File: src/rtl/mem_arbiter_pkg.sv
// Shared types and constants for the byte-serialising RAM arbiter.
// State, owner and access-size encodings plus the size-code decoder.
package mem_arbiter_pkg;

  typedef enum logic [1:0] {
    ARB_IDLE  = 2'd0,
    ARB_READ  = 2'd1,
    ARB_WRITE = 2'd2,
    ARB_DONE  = 2'd3
  } arb_state_t;

  typedef enum logic {
    OWN_FETCH = 1'b0,
    OWN_DATA  = 1'b1
  } owner_t;

  localparam logic [1:0] LEN_BYTE = 2'b00;
  localparam logic [1:0] LEN_HALF = 2'b01;
  localparam logic [1:0] LEN_WORD = 2'b10;

  // Size code 3 is treated as a full word.
  function automatic logic [2:0] len_bytes(input logic [1:0] len);
    case (len)
      LEN_BYTE: len_bytes = 3'd1;
      LEN_HALF: len_bytes = 3'd2;
      default:  len_bytes = 3'd4;
    endcase
  endfunction

endpackage

File: src/rtl/mem_arbiter.sv
// Arbitrates one byte-wide synchronous RAM between instruction fetch and the
// data port; each request becomes 1/2/4 serial byte accesses and a done pulse.
module mem_arbiter
  import mem_arbiter_pkg::*;
#(
  parameter int ADDR_W = 32,
  parameter int RAM_AW = 17
) (
  input  logic              clk,
  input  logic              rst,
  input  logic              if_req,
  input  logic [ADDR_W-1:0] if_addr,
  output logic [31:0]       if_data,
  output logic              if_done,
  input  logic              mem_req,
  input  logic              mem_we,
  input  logic [1:0]        mem_len,
  input  logic [ADDR_W-1:0] mem_addr,
  input  logic [31:0]       mem_wdata,
  output logic [31:0]       mem_rdata,
  output logic              mem_done,
  output logic [RAM_AW-1:0] ram_addr,
  output logic              ram_wr,
  output logic [7:0]        ram_dout,
  input  logic [7:0]        ram_din
);

  arb_state_t        state_reg, state_next;
  owner_t            owner_reg;
  logic [ADDR_W-1:0] base_reg;
  logic [2:0]        nbytes_reg;
  logic [2:0]        cnt_reg;
  logic [31:0]       wdata_reg;
  logic [31:0]       data_reg;
  logic [RAM_AW-1:0] ram_addr_reg;
  logic              ram_wr_reg;
  logic [7:0]        ram_dout_reg;

  logic [ADDR_W-1:0] byte_addr;
  logic [31:0]       shifted;
  logic [5:0]        align_shift;
  logic              last_capture;
  logic              unused_addr_hi;

  // Wrap at the full requester width, then keep only the RAM address bits.
  assign byte_addr      = base_reg + ADDR_W'(cnt_reg);
  assign unused_addr_hi = ^byte_addr[ADDR_W-1:RAM_AW];

  // Bytes shift in from the top; a short access is right-aligned at the end.
  assign shifted      = {ram_din, data_reg[31:8]};
  assign align_shift  = {3'd4 - nbytes_reg, 3'b000};
  assign last_capture = (cnt_reg == nbytes_reg + 3'd1);

  always_ff @(posedge clk or negedge rst) begin
    if (!rst) state_reg <= ARB_IDLE;
    else      state_reg <= state_next;
  end

  always_comb begin
    state_next = state_reg;
    case (state_reg)
      ARB_IDLE: begin
        if (mem_req)     state_next = mem_we ? ARB_WRITE : ARB_READ;
        else if (if_req) state_next = ARB_READ;
      end
      ARB_READ:  if (last_capture) state_next = ARB_DONE;
      ARB_WRITE: if (cnt_reg == nbytes_reg) state_next = ARB_DONE;
      default:   state_next = ARB_IDLE;
    endcase
  end

  always_ff @(posedge clk or negedge rst) begin
    if (!rst) begin
      owner_reg    <= OWN_FETCH;
      base_reg     <= '0;
      nbytes_reg   <= '0;
      cnt_reg      <= '0;
      wdata_reg    <= '0;
      data_reg     <= '0;
      ram_addr_reg <= '0;
      ram_wr_reg   <= 1'b0;
      ram_dout_reg <= '0;
    end else begin
      case (state_reg)
        ARB_IDLE: begin
          ram_wr_reg <= 1'b0;
          cnt_reg    <= '0;
          if (mem_req) begin
            owner_reg  <= OWN_DATA;
            base_reg   <= mem_addr;
            nbytes_reg <= len_bytes(mem_len);
            wdata_reg  <= mem_wdata;
            data_reg   <= '0;
          end else if (if_req) begin
            owner_reg  <= OWN_FETCH;
            base_reg   <= if_addr;
            nbytes_reg <= 3'd4;
            data_reg   <= '0;
          end
        end
        ARB_READ: begin
          ram_wr_reg <= 1'b0;
          cnt_reg    <= cnt_reg + 3'd1;
          if (cnt_reg < nbytes_reg) ram_addr_reg <= byte_addr[RAM_AW-1:0];
          // The byte addressed two cycles earlier is on ram_din now.
          if (cnt_reg >= 3'd2) data_reg <= last_capture ? (shifted >> align_shift) : shifted;
        end
        ARB_WRITE: begin
          cnt_reg <= cnt_reg + 3'd1;
          if (cnt_reg < nbytes_reg) begin
            ram_wr_reg   <= 1'b1;
            ram_addr_reg <= byte_addr[RAM_AW-1:0];
            ram_dout_reg <= wdata_reg[7:0];
            wdata_reg    <= wdata_reg >> 8;
          end else begin
            ram_wr_reg <= 1'b0;
          end
        end
        default: ram_wr_reg <= 1'b0;
      endcase
    end
  end

  assign ram_addr  = ram_addr_reg;
  assign ram_wr    = ram_wr_reg;
  assign ram_dout  = ram_dout_reg;
  assign if_data   = data_reg;
  assign mem_rdata = data_reg;
  assign if_done   = (state_reg == ARB_DONE) && (owner_reg == OWN_FETCH);
  assign mem_done  = (state_reg == ARB_DONE) && (owner_reg == OWN_DATA);

endmodule

File: config.mk
export PLATFORM = sky130hd
export DESIGN_NAME = mem_arbiter
export DESIGN_NICKNAME = d
export VERILOG_FILES = /design/src/rtl/mem_arbiter_pkg.sv /design/src/rtl/mem_arbiter.sv
export SDC_FILE = /design/constraint.sdc
export NUM_CORES = 1
export LEC_CHECK = 0
export ABC_CLOCK_PERIOD_IN_PS = 2890
export CAP_MARGIN = 20
export CORE_MARGIN = 8
export CORE_UTILIZATION = 40
export CTS_CLUSTER_SIZE = 28
export DETAILED_ROUTE_END_ITERATION = 10
export PLACE_DENSITY = 0.74
export SETUP_SLACK_MARGIN = 0.02
export SYNTH_ARGS = -nofsm -noshare
export SYNTH_HDL_FRONTEND = slang
export SYNTH_SLANG_ARGS = --single-unit
File: constraint.sdc
create_clock -name clk -period 2.89 [get_ports clk]
set_input_delay 0.578 -clock clk [delete_from_list [all_inputs] [get_ports clk]]
set_output_delay 0.578 -clock clk [all_outputs]
set_load 0.01 [all_outputs]
==> impl_results.md <==
- Status: finished clean
- # diodes: 0
- Period utilization: 0.856
- Pwr per Cell Area: 1110 mW/mm^2
- CTS Hold Bufs: 0
- Finished Core Util: 0.560
- Synth warn: 0
- Post-route ant nets: 0
- Final hold vios: 0
- Area share of and/or/nand/nor cells after synthesis: 0.117
- Total die area: 0.0198 sq mm
- DP Worst Slack: 329 ps
- # resized after CTS: 0
- Sw power: 0.00348 W
- Minimum clock period: 2480 ps
- Number of global-route vias before repair: 5,297
- RSZ-0062 raised after global routing: no
- WL final: 16.9 mm
- Fraction of layout cells with a size suffix above 1: 0.155
- Reg clk slew, reported paths: 50 ps
- Mux cell area share after synthesis: 0.163
- Hold WC Path Type: input pin to async pin
- Fin nets: 845
- Slew headroom: 0.548
- Multi-input gate area: 0.00285 sq mm
- Post-synth EDFFs: 0
- Crit-path cells: ha_1 -> nor2b_1 -> clkdlybuf4s50_1
- Max Fclk: 404 MHz
- CP Max Fanout: 9
- Grt total ovfl: 0
- Critical Path AT: 1900 ps
- Fin. max-slew vios: 0
- Root buffer cell: clkbuf_16
- H-tree Lvls: 4
- # rows: 45
- Min setup slack post-route: 415 ps
- Clock skew: 9.94 ps
- Initial DRC Count: 338
- Layout area overhead: 36.8%
- Clock power share: 0.218
- Initial antenna violation count: 0
- Leak: 3.54 nW
- DP Area: 0.00793 sq mm
- Worst endpoint required time: 2310 ps
- Final setup violating endpoints: 0
- CTS tree: built
- Die height: 141 microns
- Top Ports: 203
- Overall power: 0.00944 W
- Vias/cell: 5.46
- Synth Register Bits: 116
- Mapped Cells: 581
- Post-CTS repair timing setup buffer count: 0
- Sequential fraction of the synthesis area: 0.467
- Netlist cell types: 49
- Initial Utilization: 0.409
- Ys async rst share: 1.00
- Skew-Pair Late Insertion Delay: 410 ps
- Routed len/inst: 18.4 microns
- Syn_area_per_cell: 10.7 sq um
- Largest family of logic cells by synthesized area: multiplexers
- Slowest CP cell: clkdlybuf4s50_1
- Routability cong.: 0.852
- Kind of start point of the critical path: flip-flop
- Seq pwr share: 0.310
- FF/Latch Area: 0.00290 sq mm
- Combinational share of power: 0.472
- Residual DRC: 0
- Design area: 0.00851 sq mm
- DPL Wire Length: 12.4 mm
- Core Box Area: 0.0152 sq mm
- Top FF cell, synth: dfrtp_1
- Post-Synth Adder-Cell Area: 0.0294
- Syn_nets: 706
- Slowest stage delay, CP: 580 ps
- TritonRoute pass-1 iters: 5
- VDD IR max: 0.000616 V
- Die width: 141 microns
- CP Class: flip-flop to primary output
- Maxcap violations: 0
- Total CTS buffers: 17
- Synthesized cell area: 0.00622 sq mm
- Port Buffer Count: 172
- Compound-gate portion of the synthesized area: 0.126
- Via Count: 5,018
- Clock Path Buffers: 2
- Sw frac: 0.369
- Largest net degree at the start of global routing: 52
- Worst setup EP type: primary output
- Post-synthesis xor/xnor area fraction: 0.0207
- Global Route Usage Sum: 0.170
- Internal power: 0.00595 W
- Fill cells: 1,260
- First-pass GRT wire length: 27.1 mm
- Clk sinks: 116
- Worst Tran Pin Value: 677 ps
- Setup TNS: 0 ps
-- stage by stage --
step                hold WS [ps]  instances
finish                       128        919
global route                 148        919
CTS                          128        919
detailed placement           472        889
global placement             471        889
floorplan                    282        581
-- Yosys cell counts (2+ instances only) --
master	n	area (sq um)
a211oi_1	2	15.0
a21oi_1	3	15.0
a221o_1	15	150
a22o_1	8	70.1
a22oi_1	7	52.6
a2bb2oi_1	8	70.1
a31oi_1	3	18.8
and2_1	2	12.5
and3_1	3	18.8
buf_1	5	18.8
buf_2	3	15.0
buf_4	32	240
buf_6	3	33.8
clkbuf_1	25	93.8
dfrtp_1	116	2900
ha_1	13	163
inv_1	21	78.8
mux2_1	2	22.5
mux2_2	62	698
mux2i_1	25	250
mux4_2	2	45.0
nand2_1	67	251
nand2b_1	3	18.8
nand3_1	17	85.1
nand3b_1	2	15.0
nand4_1	4	25.0
nand4b_1	8	70.1
nor2_1	7	26.3
nor2b_1	5	31.3
nor3_1	17	85.1
nor4_1	2	12.5
nor4b_1	2	17.5
o211ai_1	2	15.0
o21ai_0	46	230
o21ai_1	2	10.0
o311ai_0	10	87.6
or3_1	4	25.0
or4_1	2	15.0
xnor2_1	9	78.8
xor2_1	3	26.3
-- power groups by stage --
stage / Clock (W) / Sequential (W) / Combinational, W
finish: 0.00206 / 0.00293 / 0.00446
global route: 0.00215 / 0.00303 / 0.00488
CTS: 0.00209 / 0.00292 / 0.00451
detailed placement: 0 / 0.00295 / 0.00447
global placement: 0 / 0.00290 / 0.00432
floorplan: 0 / 0.00288 / 0.00292
-- logic make-up after synthesis --
| family | after synthesis |
|---|---|
| buffers and inverters | 89 |
| adders and majority gates | 14 |
| AOI/OAI and AO/OA | 111 |
| muxes | 91 |
| xor gates and xnor gates | 13 |
| DFF | 116 |
| and+or+nand+nor | 147 |
-- critical path, delay by kind of cell (launching register included) --
kind          cells  cell delay (ps)
buf+inv           1              580
flops             1              390
fa+ha+maj         1              340
simple gates      1              180
-- layout by cell type, fill, tap and decap left out, types with 3 or more instances in the layout --
master	instances
nor3_1	17
inv_1	21
o311ai_0	10
a31oi_1	3
a21oi_1	3
clkbuf_8	5
a221o_1	15
nor2_1	7
nand2b_1	3
o21ai_0	46
mux2_2	62
or3_1	4
a22oi_1	6
nand3_1	17
a2bb2oi_1	8
mux2i_1	25
nand4_1	4
nor2b_1	5
dfrtp_1	116
xor2_1	3
clkbuf_1	4
and3_1	3
a22o_1	8
clkbuf_16	17
nand4b_1	8
ha_1	13
clkdlybuf4s50_1	171
xnor2_1	9
buf_4	15
nand2_1	67
-- layer usage --
layer,track usage,vias up,part of all wire
met5,0,-,0
met4,0.0543,0,0.013
met3,0.0709,20,0.076
met2,0.303,146,0.53
met1,0.179,2495,0.38
li1,-,2357,-
-- final timing paths --
kind                                      startpoint                         to  slack [ps]  cells past startpoint
min reg2reg                  ram_addr[0]$_DFFE_PN0P_    ram_addr[0]$_DFFE_PN0P_         470                      2
max in group asynchronous                        rst    base_reg[0]$_DFFE_PN0P_        1990                      2
max reg2reg                nbytes_reg[2]$_DFFE_PN0P_  wdata_reg[21]$_DFFE_PN0P_         580                      8
max                         state_reg[0]$_DFFE_PN0P_                    if_done         410                      3
min                                              rst  wdata_reg[30]$_DFFE_PN0P_         130                      1
min in group clk             ram_addr[0]$_DFFE_PN0P_    ram_addr[0]$_DFFE_PN0P_         470                      2
-- cell type report --
| cell class | count | area share |
|---|---|---|
| flip-flops and latches | 116 | 0.341 |
| repair buffers | 188 | 0.219 |
| clock inverters | 4 | 0.00824 |
| inverters | 21 | 0.00926 |
| clock buffers | 26 | 0.0599 |
| well taps | 188 | 0.0276 |
| multi-input cells | 376 | 0.335 |
Power figures use the tool's default switching activity.
